--- src/rtl/spi_rd_fifo.sv ---
// spi_rd_fifo: show-ahead synchronous FIFO feeding the SPI read slave's inport.
// The head word is registered on rd_data. A one-cycle clr from the slave pops the FIFO.
// Optional macro FIFO_EMPTY_MARK_EN: while empty, rd_data shows EMPTY_CODE instead of
// the stale last-popped word.
module spi_rd_fifo #(
   parameter int unsigned     WIDTH      = 8,
   parameter int unsigned     AW         = 4,
   parameter logic [WIDTH-1:0] EMPTY_CODE = WIDTH'(8'hFF)
) (
   input  logic             clk240,
   input  logic             rst,
   input  logic [WIDTH-1:0] wr_data,
   input  logic             wr_en,
   input  logic             clr,
   input  logic             err_clr,
   output logic [WIDTH-1:0] rd_data,
   output logic             empty,
   output logic             full,
   output logic [AW:0]      level,
   output logic             ovf,
   output logic             udf
);

   localparam int unsigned DEPTH = 1 << AW;
   localparam int unsigned LW    = AW + 1;

`ifdef FIFO_EMPTY_MARK_EN
   localparam logic [WIDTH-1:0] RD_RESET = EMPTY_CODE;
`else
   localparam logic [WIDTH-1:0] RD_RESET = '0;
`endif

   logic [WIDTH-1:0] mem [DEPTH];
   logic [AW-1:0]    wr_ptr;
   logic [AW-1:0]    rd_ptr;

   logic             push_ok;
   logic             pop_ok;
   logic [AW:0]      level_nxt;
   logic             ovf_nxt;
   logic             udf_nxt;
   logic [WIDTH-1:0] rd_nxt;

   // Accept/reject decisions, next level, sticky flags and next head word.
   always_comb begin
      push_ok   = 1'b0;
      pop_ok    = 1'b0;
      level_nxt = level;
      ovf_nxt   = ovf & ~err_clr;
      udf_nxt   = udf & ~err_clr;
      rd_nxt    = rd_data;

      // A pop on a full FIFO frees a slot in the same cycle, so the push still fits.
      push_ok = wr_en & (~full | clr);
      pop_ok  = clr & ~empty;

      if (push_ok && !pop_ok) begin
         level_nxt = level + LW'(1);
      end else if (pop_ok && !push_ok) begin
         level_nxt = level - LW'(1);
      end

      // Setting a flag wins over err_clr in the same cycle.
      if (wr_en && full && !clr) begin
         ovf_nxt = 1'b1;
      end
      if (clr && empty) begin
         udf_nxt = 1'b1;
      end

`ifdef FIFO_EMPTY_MARK_EN
      // Marker tracks empty with the same registered timing; the head word shows
      // one cycle after the first write, once memory holds it.
      if (empty || (level_nxt == '0)) begin
         rd_nxt = EMPTY_CODE;
      end else begin
         rd_nxt = mem[rd_ptr];
      end
`else
      // While empty, hold the last word presented instead of reading an unwritten slot.
      if (!empty) begin
         rd_nxt = mem[rd_ptr];
      end
`endif
   end

   // Control state: pointers, level, flags and registered head word.
   always_ff @(posedge clk240) begin
      if (rst) begin
         wr_ptr  <= '0;
         rd_ptr  <= '0;
         level   <= '0;
         empty   <= 1'b1;
         full    <= 1'b0;
         ovf     <= 1'b0;
         udf     <= 1'b0;
         rd_data <= RD_RESET;
      end else begin
         if (push_ok) begin
            wr_ptr <= wr_ptr + AW'(1);
         end
         if (pop_ok) begin
            rd_ptr <= rd_ptr + AW'(1);
         end
         level   <= level_nxt;
         empty   <= (level_nxt == '0);
         full    <= (level_nxt == LW'(DEPTH));
         ovf     <= ovf_nxt;
         udf     <= udf_nxt;
         rd_data <= rd_nxt;
      end
   end

   // Storage array; contents survive reset, and writes are blocked while reset is held.
   always_ff @(posedge clk240) begin
      if (!rst && push_ok) begin
         mem[wr_ptr] <= wr_data;
      end
   end

endmodule

--- config.mk ---
export PLATFORM = sky130hd
export DESIGN_NAME = spi_rd_fifo
export DESIGN_NICKNAME = d
export VERILOG_FILES = /design/src/rtl/spi_rd_fifo.sv
export SDC_FILE = /design/constraint.sdc
export NUM_CORES = 1
export LEC_CHECK = 0
export CORE_MARGIN = 1
export CORE_UTILIZATION = 55
export CTS_CLUSTER_DIAMETER = 80
export DETAILED_ROUTE_END_ITERATION = 8
export PLACE_DENSITY = 0.85
export SKIP_CTS_REPAIR_TIMING = 1
export SYNTH_ARGS = -nofsm -noshare
export SYNTH_HDL_FRONTEND = slang
export SYNTH_SLANG_ARGS = --single-unit
--- constraint.sdc ---
create_clock -name clk240 -period 3.2 [get_ports clk240]
set_input_delay 0.32 -clock clk240 [delete_from_list [all_inputs] [get_ports clk240]]
set_output_delay 0.32 -clock clk240 [all_outputs]
set_load 0.01 [all_outputs]
---- Word-level counts from Yosys, hierarchy flattened ----
Memories as Yosys holds them, arrays and structs flattened. A register that Yosys moved wholly into a read port is not among the register bits.
Cells that the tools add are included.
word-level totals
  RAM bits ................................ 128
  bits of input ports ..................... 13
  bits in registers ....................... 17
  word-level logic and storage cells ...... 39
  output and inout port bits .............. 17
  memories kept ........................... 1
memories
  memory  depth  bits a word  rd ports  clocked after memory_dff  wr ports  line  text
  mem     16     8            1         1                         1         33    logic [WIDTH-1:0] mem [DEPTH];
operators by class
  add/subtract/negate cells ............... 4
  bitwise logic cells ..................... 8
  reductions and logical operators ........ 12
  eq/ne operators ......................... 1
  muxes and demuxes ....................... 6
operators with widths
  cell                 number
  $mux 5               2
  $add 4x1->4 const B  2
  $logic_and 1x1->1    6
  $add 5x1->5 const B  1
  $eq 5x5->1 const B   1
  $logic_not 1->1      5
  $logic_not 5->1      1
  $sub 5x1->5 const B  1
  $and 1x1->1          4
  $mux 1               4
  $not 1->1            3
  $or 1x1->1           1

---- Longest topological paths before layout ----
Gate-level depths: netlist of the first run.
  word-level depth ........................ 8
  mapped depth ............................ 7
  mapped depth without buffers ............ 7

---- Least setup slack after synthesis of the first run ----
No wires, ideal clock.
  kind .................................... register to register
  from .................................... register level[0]
  to ...................................... register empty
  path buffers ............................ 0
  slack ................................... 1412 ps
  data required time ...................... 3084 ps
  library setup time ...................... 116 ps
  period minus slack after synthesis ...... 1788 ps
  stages on the path, launching flop included .. 8
  arrival time ............................ 1672 ps
  path through ............................ dfxtp_1 inv_1 ha_1 and3b_1 o21ai_0 o221ai_1 and3_1 a31o_2
between the ends
  cells in the longest elaborated chain, start to end .. 4
  elaborated cells between the ends (all ways) .. 5
  classes of those cells .................. add/sub (2); mux (2); reduce/logical (1)
RTL lines
  what                    line  text
  from (decl)             19    output logic [AW:0] level,
  from (signal assigned)  105   level <= level_nxt;
  $sub 5x1->5             60    level_nxt = level - LW'(1);
  $mux 5                  59    end else if (pop_ok && !push_ok) begin
  $mux 5 (*)              57    if (push_ok && !pop_ok) begin
  $logic_not 5->1 (*)     106   empty <= (level_nxt == '0);
  to (signal assigned)    106
  to (decl)               17    output logic empty,
Mark *: on every way between the ends. The rest lies on a longest branch, timed or not.
A chain may end at the register's enable or synchronous reset.

---- Worst setup path after layout of the first run ----
  from .................................... input port clr
  to ...................................... memory mem[11][6] (enable)
between the ends
  cells in the longest elaborated chain, start to end .. 5
RTL lines
  what                          line  text
  from (decl)                   14    input logic clr,
  $or 1x1->1                    54    push_ok = wr_en & (~full | clr);
  $and 1x1->1                   54
  $logic_and 1x1->1             116   if (!rst && push_ok) begin
  $mux 1                        116
  $mux 1 (implied by the code)  117   mem[wr_ptr] <= wr_data;
  to (decl)                     33
Every way passes these cells.

==> reports/results.txt, run 1 <==
Slowest cell on crit path: clkdlybuf4s50_1
Net Switching: 0.001033 W
Total grt overflow: 0
Clock power share: 0.410
Synth top area share: 0.6104
Slew HR: 0.4405
Num CTS Buffers: 17
Slack of the worst reg-to-reg path: 0.88 ns
Reg2Reg Depth: 6
Most frequent cells in the layout: edfxtp_1, nor2_1, clkdlybuf4s50_1
CTS Sinks: 153
Clk buf depth: 2
Net Sw Frac: 0.2290
Cell-internal power: 0.003479 W
Final ANT Viol Nets: 0
Largest family of logic cells by synthesized area: multiplexers
First-pass GRT wire length: 19.09 mm
Dpl ws: 0.4336 ns
Launching element type of the critical path: primary input
Die H: 109 µm
Post-synthesis adder-cell area fraction: 0.01391
Row count: 38
Worst Setup SP: clr
Post-synthesis sequential area ratio: 0.6898
Combinational share of power: 0.091
Peak VDD IR: 589.7 µV
Post-Synth Simple-Gate Area: 0.06219
Nets: 419
DRC viols: 0
Core box area: 10980 µm²
Setup crit end: mem[11][6]$_DFFE_PP_
Post-Syn Nets: 377
Final Hold Fails: 0
Endpoints failing setup: 0
Ports: 30
Setup TNS: 0 ns
Register Area: 4345 µm²
Vias in the first global route: 3364
Status: complete, no violations
Crit-path leading delay family: simple AND/OR/NAND/NOR gates
Syn Inst Count: 357
Clk_skew: 0.008283 ns
Crit. End Element: flip-flop
FFs w/ async S/R, synth: 0
Post-Route Utilization: 0.6537
Met1 Resource Use GR: 0.3103
Crit path cell chain: clkdlybuf4s50_1, nand2b_1, and2_1, nand3_1, nor2_1
Met2 Usage GRT: 0.3666
Final period util: 0.7448
Worst r2r src: rd_ptr[0]$_SDFFE_PP0P_
Initial antenna violation count: 0
Pwr dens: 628.5 nW/µm²
Synth area leader: edfxtp_1
Worst-Margin Slew: 0.8392 ns
Worst path bufs/invs: 1
Die width: 109 µm
Vias per cell: 6.071
Die area: 11880 µm²
Final Critical Period: 2.384 ns
Reg clk slew, reported paths: 0.06 ns
Pleak: 2.368 nW
Mapped Avg Cell Area: 17.64 µm²
DR WL/cell: 22.53 µm
Max frequency: 0.4196 GHz
WP depth: 5
Number of buffers added on ports: 29
CTS H-Tree Depth: 4
Final GP Congestion: 0.8985
Layout cells sized above 1: 0.1432
MaxCap Viol Count: 0
Post-synth EDFFs: 128
Post-Route WL: 12.44 mm
Setup Crit Path Kind: in -> reg
Global Route Usage Sum: 0.2345
Max-slew violation count: 0
Synth warnings: 0
Post-synthesis cell area: 6297 µm²
Crit path required time: 3.25 ns
First-pass detailed-route iteration total: 5
Mux cell area share after synthesis: 0.1293
Dpl hpwl: 8.026 mm
Clk root buf: clkbuf_16
Unrepaired setup endpoints after global routing: false
GR peak layer: met2
Ys flop type: edfxtp_1
1st-iter DRT viols: 345
Largest net degree at the start of global routing: 35
Final hold slack: 0.4669 ns
Ranking of synthesized cells by area: edfxtp_1, mux4_1, dfxtp_1, mux4_2, nor2_1
XOR/XNOR share of the synthesized area: 0.01252
CTS tree: built
Crit path max fanout: 9
Commonest non-fill, non-tap cell in the layout: edfxtp_1
Clk_lat worst skew: 0.42 ns
Multi-input gate area: 1679 µm²
Initial Util: 0.5734
Final worst slack: 0.8165 ns
CP peak stage delay: 0.61 ns
Sequential share of power: 0.499
Synth Area in Compound Gates: 0.04868
N_diodes: 0
DR vias: 3351
Synthesis-to-layout area growth: 14.01%
Fill cell count: 712
Hold crit path type: reg -> reg
Yosys cell types: 45
M3 GR Usage: 0.05918
Yosys reg bits: 153
Crit path arrival time: 2.43 ns
R2r endpoint: rd_data[1]$_SDFFE_PP0N_
==> sequential cells by signal, indices dropped and copies added, names as in the netlist <==
name,flops
udf,1
wr_ptr,4
level,5
full,1
ovf,1
rd_ptr,4
empty,1
rd_data,8
mem,128
==> how the worst min path moves through the flow <==
stage,start,end,slack (ns),depth (start not counted)
6_report,rd_ptr[1]$_SDFFE_PP0P_,rd_ptr[1]$_SDFFE_PP0P_,0.47,2
4_1_cts,rd_ptr[1]$_SDFFE_PP0P_,rd_ptr[1]$_SDFFE_PP0P_,0.47,2
2_1_floorplan,wr_data[0],mem[0][0]$_DFFE_PP_,0.42,0
3_5_place_dp,rd_ptr[1]$_SDFFE_PP0P_,rd_ptr[1]$_SDFFE_PP0P_,0.46,2
5_1_grt,rd_ptr[1]$_SDFFE_PP0P_,rd_ptr[1]$_SDFFE_PP0P_,0.49,2
3_3_place_gp,rd_ptr[1]$_SDFFE_PP0P_,rd_ptr[1]$_SDFFE_PP0P_,0.45,2
==> power by group through the flow <==
| stage | combinational [W] | sequential [W] | clock, W |
|---|---|---|---|
| floorplan | 0.000279 | 0.00228 | 0 |
| global placement | 0.000392 | 0.00229 | 0 |
| detailed placement | 0.000408 | 0.00229 | 0 |
| CTS | 0.000413 | 0.00225 | 0.00186 |
| global route | 0.000447 | 0.00226 | 0.00195 |
| finish | 0.000411 | 0.00225 | 0.00185 |
==> worst min-delay path: stages, from the launching register on <==
cell,delay (ns)
dfxtp_1,0.31
nand2_1,0.05
a21oi_1,0.06
==> per-layer routing <==
| metal | vias up | share of wire |
|---|---|---|
| met5 | - | 0 |
| met4 | 0 | 0.025 |
| met3 | 25 | 0.070 |
| met2 | 153 | 0.49 |
| met1 | 1673 | 0.41 |
| li1 | 1500 | - |
==> Yosys cell counts (all sizes together) (2+ instances only) <==
cell and number:
edfxtp 128, nor2 43, mux4 32, dfxtp 25, a21oi 19, a22oi 16, buf 12, nand2 11
inv 10, ha 7, nand2b 5, xnor2 5, clkbuf 4, nand3 4, nand4 4, xor2 4
bufbuf 3, and2 2, and2b 2, o21ai 2, o22ai 2
==> kinds of logic (layout without fill, tap and decap cells) <==
logic type | after synthesis | count (layout)
AO/OA/AOI/OAI | 45 | 45
XOR/XNOR | 9 | 9
adder cells (fa/ha/maj) | 7 | 7
buffers and inverters | 29 | 84
flip-flops | 153 | 153
multiplexers | 33 | 33
AND/OR/NAND/NOR | 81 | 81
==> stage by stage <==
stage / cell area (µm²) / instances / total power, W
2_1_floorplan: 6297 / 357 / 0.002555
3_3_place_gp: 6625 / 520 / 0.002681
3_5_place_dp: 6625 / 520 / 0.002702
4_1_cts: 7179 / 552 / 0.004528
5_1_grt: 7179 / 552 / 0.004650
6_report: 7179 / 552 / 0.004512
==> layout make-up <==
cell class              count  share of cell area
repair buffers             42             0.05403
clock buffers              19             0.06030
flip-flops and latches    153              0.6053
multi-input cells         175              0.2339
clock inverters            13             0.01690
well taps                 140             0.02440
inverters                  10            0.005228
Note: power is estimated with default switching activity, not from simulation.
==> run 2: changes to the inputs <==
CORE_UTILIZATION = 54   (was 55)
PLACE_DENSITY = 0.86   (was 0.85)
clock period = 1.9 ns   (was 3.2 ns; I/O delays follow)
==> run 2 against run 1 <==
Effect of this change: clock power rose by 82%; critical path type is now reg -> reg; largest cell class unchanged; flip-flop and latch count did not move; combinational power rose by 120%.
==> reports/results.txt, run 2 (same netlist as run 1, synthesis figures left out) <==
N_diodes: 0 (unchanged)
Dpl hpwl: 8.095 mm (+0.87%)
First-pass GRT wire length: 19.36 mm (+1.4%)
Clk buf depth: 2 (unchanged)
Crit path cell chain: buf_12, buf_12, buf_6, mux4_2, a22oi_2, a21oi_2, a21oi_2, nor2_1
Unrepaired setup endpoints after global routing: true
Biggest register: mem
Max-slew violation count: 0 (unchanged)
Row count: 39 (+2.6%)
Crit path arrival time: 2.18 ns (-0.25 ns)
CTS Sinks: 153 (unchanged)
Global Route Usage Sum: 0.2341 (-0.0004384)
Cells after DPL: 550 (+5.8%)
Pleak: 2.564 nW (+8.3%)
Initial Util: 0.5539 (-0.01950)
Reg clk slew, reported paths: 0.06 ns (about the same)
Final ANT Viol Nets: 0 (unchanged)
Crit path max fanout: 8 (-1)
Final worst slack: 0.01167 ns (-0.8048 ns)
Launching element type of the critical path: flip-flop
Endpoints failing setup: 0 (unchanged)
Setup Crit Path Kind: reg -> reg
Number of buffers added on ports: 29 (unchanged)
Top flop regs: mem (128), rd_data (8), level (5)
Crit path required time: 2.19 ns (-1.06 ns)
Vias per cell: 5.966 (-1.7%)
Status: complete, no violations
Num CTS Buffers: 17 (unchanged)
Reg2Reg Depth: 8 (+2)
Largest net degree at the start of global routing: 36 (+2.9%)
Slew HR: 0.5351 (+0.09459)
CP peak stage delay: 0.49 ns (-0.12 ns)
Layout Cells excl Fill: 587 (+6.3%)
Die width: 110.0 µm (+0.91%)
Max reg flops: 128 (unchanged)
First-pass detailed-route iteration total: 5 (unchanged)
MaxCap Viol Count: 0 (unchanged)
Final GP Congestion: 0.8675 (-3.5%)
Initial antenna violation count: 0 (unchanged)
Max frequency: 0.5296 GHz
Clk_lat worst skew: 0.41 ns (about the same)
Dpl ws: -0.1159 ns (-0.5495 ns)
CTS tree: built
Slack of the worst reg-to-reg path: 0.01 ns (-0.87 ns)
Final Hold Fails: 0 (unchanged)
Setup crit end: rd_data[7]$_SDFFE_PP0N_
Synthesis-to-layout area growth: 20.19%
Core box area: 11370 µm² (+3.5%)
Final period util: 0.9939
Clk_skew: 0.007514 ns (-0.0007693 ns)
Post-Route WL: 13.13 mm (+5.5%)
Vias in the first global route: 3459 (+2.8%)
Slowest cell on crit path: mux4_2
Total grt overflow: 0 (unchanged)
R2r endpoint: rd_data[7]$_SDFFE_PP0N_
Hold crit path type: in -> reg
Worst-Margin Slew: 0.6952 ns (-0.1441 ns)
DR WL/cell: 22.36 µm (-0.78%)
Commonest non-fill, non-tap cell in the layout: edfxtp_1
Die area: 12100 µm² (+1.8%)
Clk root buf: clkbuf_16
Pwr dens: 1059 nW/µm² (+68%)
Die H: 110.0 µm (+0.91%)
Final Critical Period: 1.888 ns
DR vias: 3502 (+4.5%)
Nets: 451 (+7.6%)
1st-iter DRT viols: 357 (+3.5%)
CTS H-Tree Depth: 4 (unchanged)
Worst r2r src: rd_ptr[0]$_SDFFE_PP0P_
Layout cells sized above 1: 0.2523 (+0.1090)
DRC viols: 0 (unchanged)
Crit. End Element: flip-flop
Most frequent cells in the layout: edfxtp_1, nor2_1, buf_4
Peak VDD IR: 1018 µV (+73%)
Ports: 30 (unchanged)
Worst Setup SP: rd_ptr[0]$_SDFFE_PP0P_
run 2: changes by cell type in the layout (fill, tap and decap cells not counted), moves of 4 or more:
cell | before | now
clkbuf_16 | 17 | 21
mux4_2 | 10 | 18
a22oi_1 | 16 | 9
a22oi_2 | 0 | 7
buf_4 | 13 | 39
mux4_1 | 22 | 14
run 2: per-layer routing:
layer,track usage,wire length (µm),vias up
met5,0,0,-
met4,0.09810,318,0
met3,0.05526,1067,19
met2,0.3763,6449,172
met1,0.3091,5289,1763
li1,-,-,1548
run 2: worst max-delay path: cells and delay by family, from the launching register on:
kind | cells | cell delay, ns
flip-flops | 1 | 0.38
AND/OR/NAND/NOR | 1 | 0.05
AO/OA/AOI/OAI | 3 | 0.45
buffers and inverters | 3 | 0.39
multiplexers | 1 | 0.49
run 2: worst min path at each step:
stage | startpoint | to | slack [ns] | cells after the start
6_report | err_clr | ovf$_SDFF_PP0_ | 0.41 | 4
3_3_place_gp | udf$_SDFF_PP0_ | udf$_SDFF_PP0_ | 0.46 | 2
4_1_cts | err_clr | ovf$_SDFF_PP0_ | 0.41 | 4
3_5_place_dp | udf$_SDFF_PP0_ | udf$_SDFF_PP0_ | 0.48 | 2
2_1_floorplan | wr_data[0] | mem[0][0]$_DFFE_PP_ | 0.29 | 0
5_1_grt | err_clr | ovf$_SDFF_PP0_ | 0.44 | 4
run 2: power by group:
group | total [W] | leakage, nW | internal [W] | switching (W)
sequential | 0.00376 | 1.36 | 0.00371 | 0.0000557
clock | 0.00336 | 0.304 | 0.00210 | 0.00126
combinational | 0.000896 | 0.902 | 0.000450 | 0.000446
total | 0.00802 | 2.56 | 0.00625 | 0.00176
run 2: final cells by class:
class | count | area (µm²)
flip-flops and latches | 153 | 4348
well taps | 143 | 178.9
clock inverters | 6 | 45.04
fillers | 726 | 3801
repair buffers | 74 | 680.7
inverters | 10 | 37.54
multi-input cells | 175 | 1704
clock buffers | 26 | 574.3
run 2: stage by stage:
step / util / instance area [µm²] / hold WS (ns) / power (W) / TNS, ns
after detailed placement: 0.6031 / 6857 / 0.4788 / 0.004636 / -9.637
after CTS: 0.6575 / 7476 / 0.4097 / 0.007975 / -0.2982
after global routing: 0.6657 / 7569 / 0.4374 / 0.008280 / -0.1031
after floorplan: - / 6297 / 0.2889 / 0.004303 / 0
final: 0.6657 / 7569 / 0.4103 / 0.008016 / 0
after global placement: 0.6031 / 6857 / 0.4620 / 0.004604 / -0.4051
==> run 3: changes to the inputs <==
CORE_UTILIZATION = 40   (was 54)
PLACE_DENSITY = 0.7   (was 0.86)
==> run 3 against run 2 <==
Effect of this change: combinational power fell by 5.6%; clock skew rose by 0.0026 ns; routed wire length fell by 3.2%; global-route usage fell by 6.6 points; maximum frequency rose by 3.1%; register-to-register slack improved by 0.06 ns; die area rose by 34%; critical path depth fell by 2; sequential power barely moved; largest cell class unchanged; total power rose by 2.0%.
==> reports/results.txt, run 3 (same netlist as run 1, synthesis figures left out) <==
Number of buffers added on ports: 29 (unchanged)
Vias per cell: 5.165 (-13%)
Clk_lat worst skew: 0.42 ns (about the same)
DRC viols: 0 (unchanged)
Overall power: 0.008174 W (+2.0%)
Hold crit path type: in -> reg
Register Area: 4348 µm² (unchanged)
Crit path required time: 2.21 ns (+0.02 ns)
Initial antenna violation count: 0 (unchanged)
Commonest non-fill, non-tap cell in the layout: edfxtp_1
Largest net degree at the start of global routing: 25 (-31%)
Post-Route WL: 12.70 mm (-3.2%)
Core box area: 15260 µm² (+34%)
CP peak stage delay: 0.64 ns (+0.15 ns)
Status: complete, no violations
Net Sw Frac: 0.2349 (+0.01513)
Peak VDD IR: 672.2 µV (-34%)
Clk buf depth: 2 (unchanged)
Clock power share: 0.438 (+0.019)
Global Route Usage Sum: 0.1680 (-0.06612)
Dpl hpwl: 8.338 mm (+3.0%)
Setup Crit Path Kind: reg -> reg
Final ANT Viol Nets: 0 (unchanged)
1st-iter DRT viols: 252 (-29%)
Reg clk slew, reported paths: 0.06 ns (about the same)
Crit path arrival time: 2.14 ns (-0.04 ns)
Launching element type of the critical path: flip-flop
Slew HR: 0.5063 (-0.02885)
Row count: 45 (+15%)
Max frequency: 0.5461 GHz (+3.1%)
Initial Util: 0.4127 (-0.1412)
Multi-input gate area: 1704 µm² (unchanged)
Pleak: 2.544 nW (-0.79%)
Endpoints failing setup: 0 (unchanged)
MaxCap Viol Count: 0 (unchanged)
Vias in the first global route: 3470 (+0.32%)
CTS tree: built
Final instance area: 7615 µm² (+0.61%)
Crit. End Element: flip-flop
Fill cell count: 1231 (+70%)
Max reg flops: 128 (unchanged)
Slowest cell on crit path: mux4_1
Most frequent cells in the layout: edfxtp_1, nor2_1, buf_4
Die width: 127.5 µm (+16%)
Clk_skew: 0.01009 ns (+0.002572 ns)
First-pass detailed-route iteration total: 4 (-1)
Ports: 30 (unchanged)
Final GP Congestion: 0.7837 (-9.7%)
Final period util: 0.9638 (-0.03009)
Nets: 446 (-1.1%)
Worst path most repeated cell: a21oi_1
Synthesis-to-layout area growth: 20.92%
Sequential share of power: 0.459 (-0.010)
N_diodes: 0 (unchanged)
Net Switching: 0.001920 W (+9.0%)
Final Critical Period: 1.831 ns (-0.05718 ns)
Max-slew violation count: 0 (unchanged)
Biggest register: mem
Slack of the worst reg-to-reg path: 0.07 ns (+0.06 ns)
Post-DP Area: 6954 µm² (+1.4%)
Die H: 127.5 µm (+16%)
Crit path cell chain: buf_12, mux4_1, a22oi_2, a21oi_1, a21oi_1, nor2_1
Num CTS Buffers: 17 (unchanged)
Top flop regs: mem (128), rd_data (8), level (5)
Clk root buf: clkbuf_16
Die area: 16250 µm² (+34%)
Cell-internal power: 0.006254 W (about the same)
Total grt overflow: 0 (unchanged)
CTS H-Tree Depth: 4 (unchanged)
Pwr dens: 1073 nW/µm² (+1.4%)
Crit path max fanout: 12 (+4)
Layout cells sized above 1: 0.2415 (-0.01079)
Worst-Margin Slew: 0.7391 ns (+0.04393 ns)
CTS Sinks: 153 (unchanged)
DR vias: 3357 (-4.1%)
Final Hold Fails: 0 (unchanged)
Combinational share of power: 0.103 (-0.009)
First-pass GRT wire length: 19.55 mm (+1.0%)
DR WL/cell: 19.54 µm (-13%)
[run 3: cell types whose count changed in the layout (fill, tap and decap cells not counted), sizes merged]
cell,before,now
clkbuf,26,17
inv,11,17
buf,45,40
bufinv,0,3
[run 3: power by group through the flow]
| stage | clock network, W | logic [W] | registers, W |
|---|---|---|---|
| finish | 0.00358 | 0.000846 | 0.00375 |
| global route | 0.00376 | 0.000916 | 0.00376 |
| CTS | 0.00362 | 0.000831 | 0.00375 |
| detailed placement | 0 | 0.000824 | 0.00382 |
| global placement | 0 | 0.000805 | 0.00382 |
| floorplan | 0 | 0.000469 | 0.00383 |
[run 3: final timing paths]
| kind | start | endpoint | cells past startpoint |
|---|---|---|---|
| setup / recovery | rd_ptr[0]$_SDFFE_PP0P_ | rd_data[3]$_SDFFE_PP0N_ | 6 |
| setup reg to reg | rd_ptr[0]$_SDFFE_PP0P_ | rd_data[3]$_SDFFE_PP0N_ | 6 |
| hold / removal | err_clr | ovf$_SDFF_PP0_ | 4 |
| hold reg to reg | udf$_SDFF_PP0_ | udf$_SDFF_PP0_ | 2 |
[run 3: cell type report]
cell class	count	share of cell area
Clock inverter	15	0.02728
Multi-Input combinational cell	175	0.2238
Inverter	10	0.004929
Timing Repair Buffer	69	0.08248
Sequential cell	153	0.5710
Tap cell	211	0.03467
Clock buffer	17	0.05587
[run 3: per-layer routing]
metal  vias up  global-route usage  wire, µm
li1       1538                   -         -
met1      1693              0.2169      5528
met2       109              0.2745      6218
met3        17             0.04732       786
met4         0             0.05462       169
met5         -                   0         0
[run 3: worst max-delay path: cells and delay by family, from the launching register on]
kind,cells,cell delay [ns]
compound gates,3,0.49
buf+inv,1,0.15
flops,1,0.38
mux,1,0.64
simple gates,1,0.05
[run 3: per-stage QoR]
stage / utilization / setup slack, ns / std cells / TNS [ns] / hold slack, ns
finish: 0.4991 / 0.06885 / 650 / 0 / 0.4121
global route: 0.4991 / -0.01321 / 650 / -0.01321 / 0.4687
CTS: 0.4973 / -0.03419 / 650 / -0.07282 / 0.4036
detailed placement: 0.4558 / -0.1604 / 618 / -16.15 / 0.4817
global placement: 0.4558 / -0.09715 / 618 / -10.54 / 0.4602
floorplan: - / 0.1123 / 357 / 0 / 0.2889
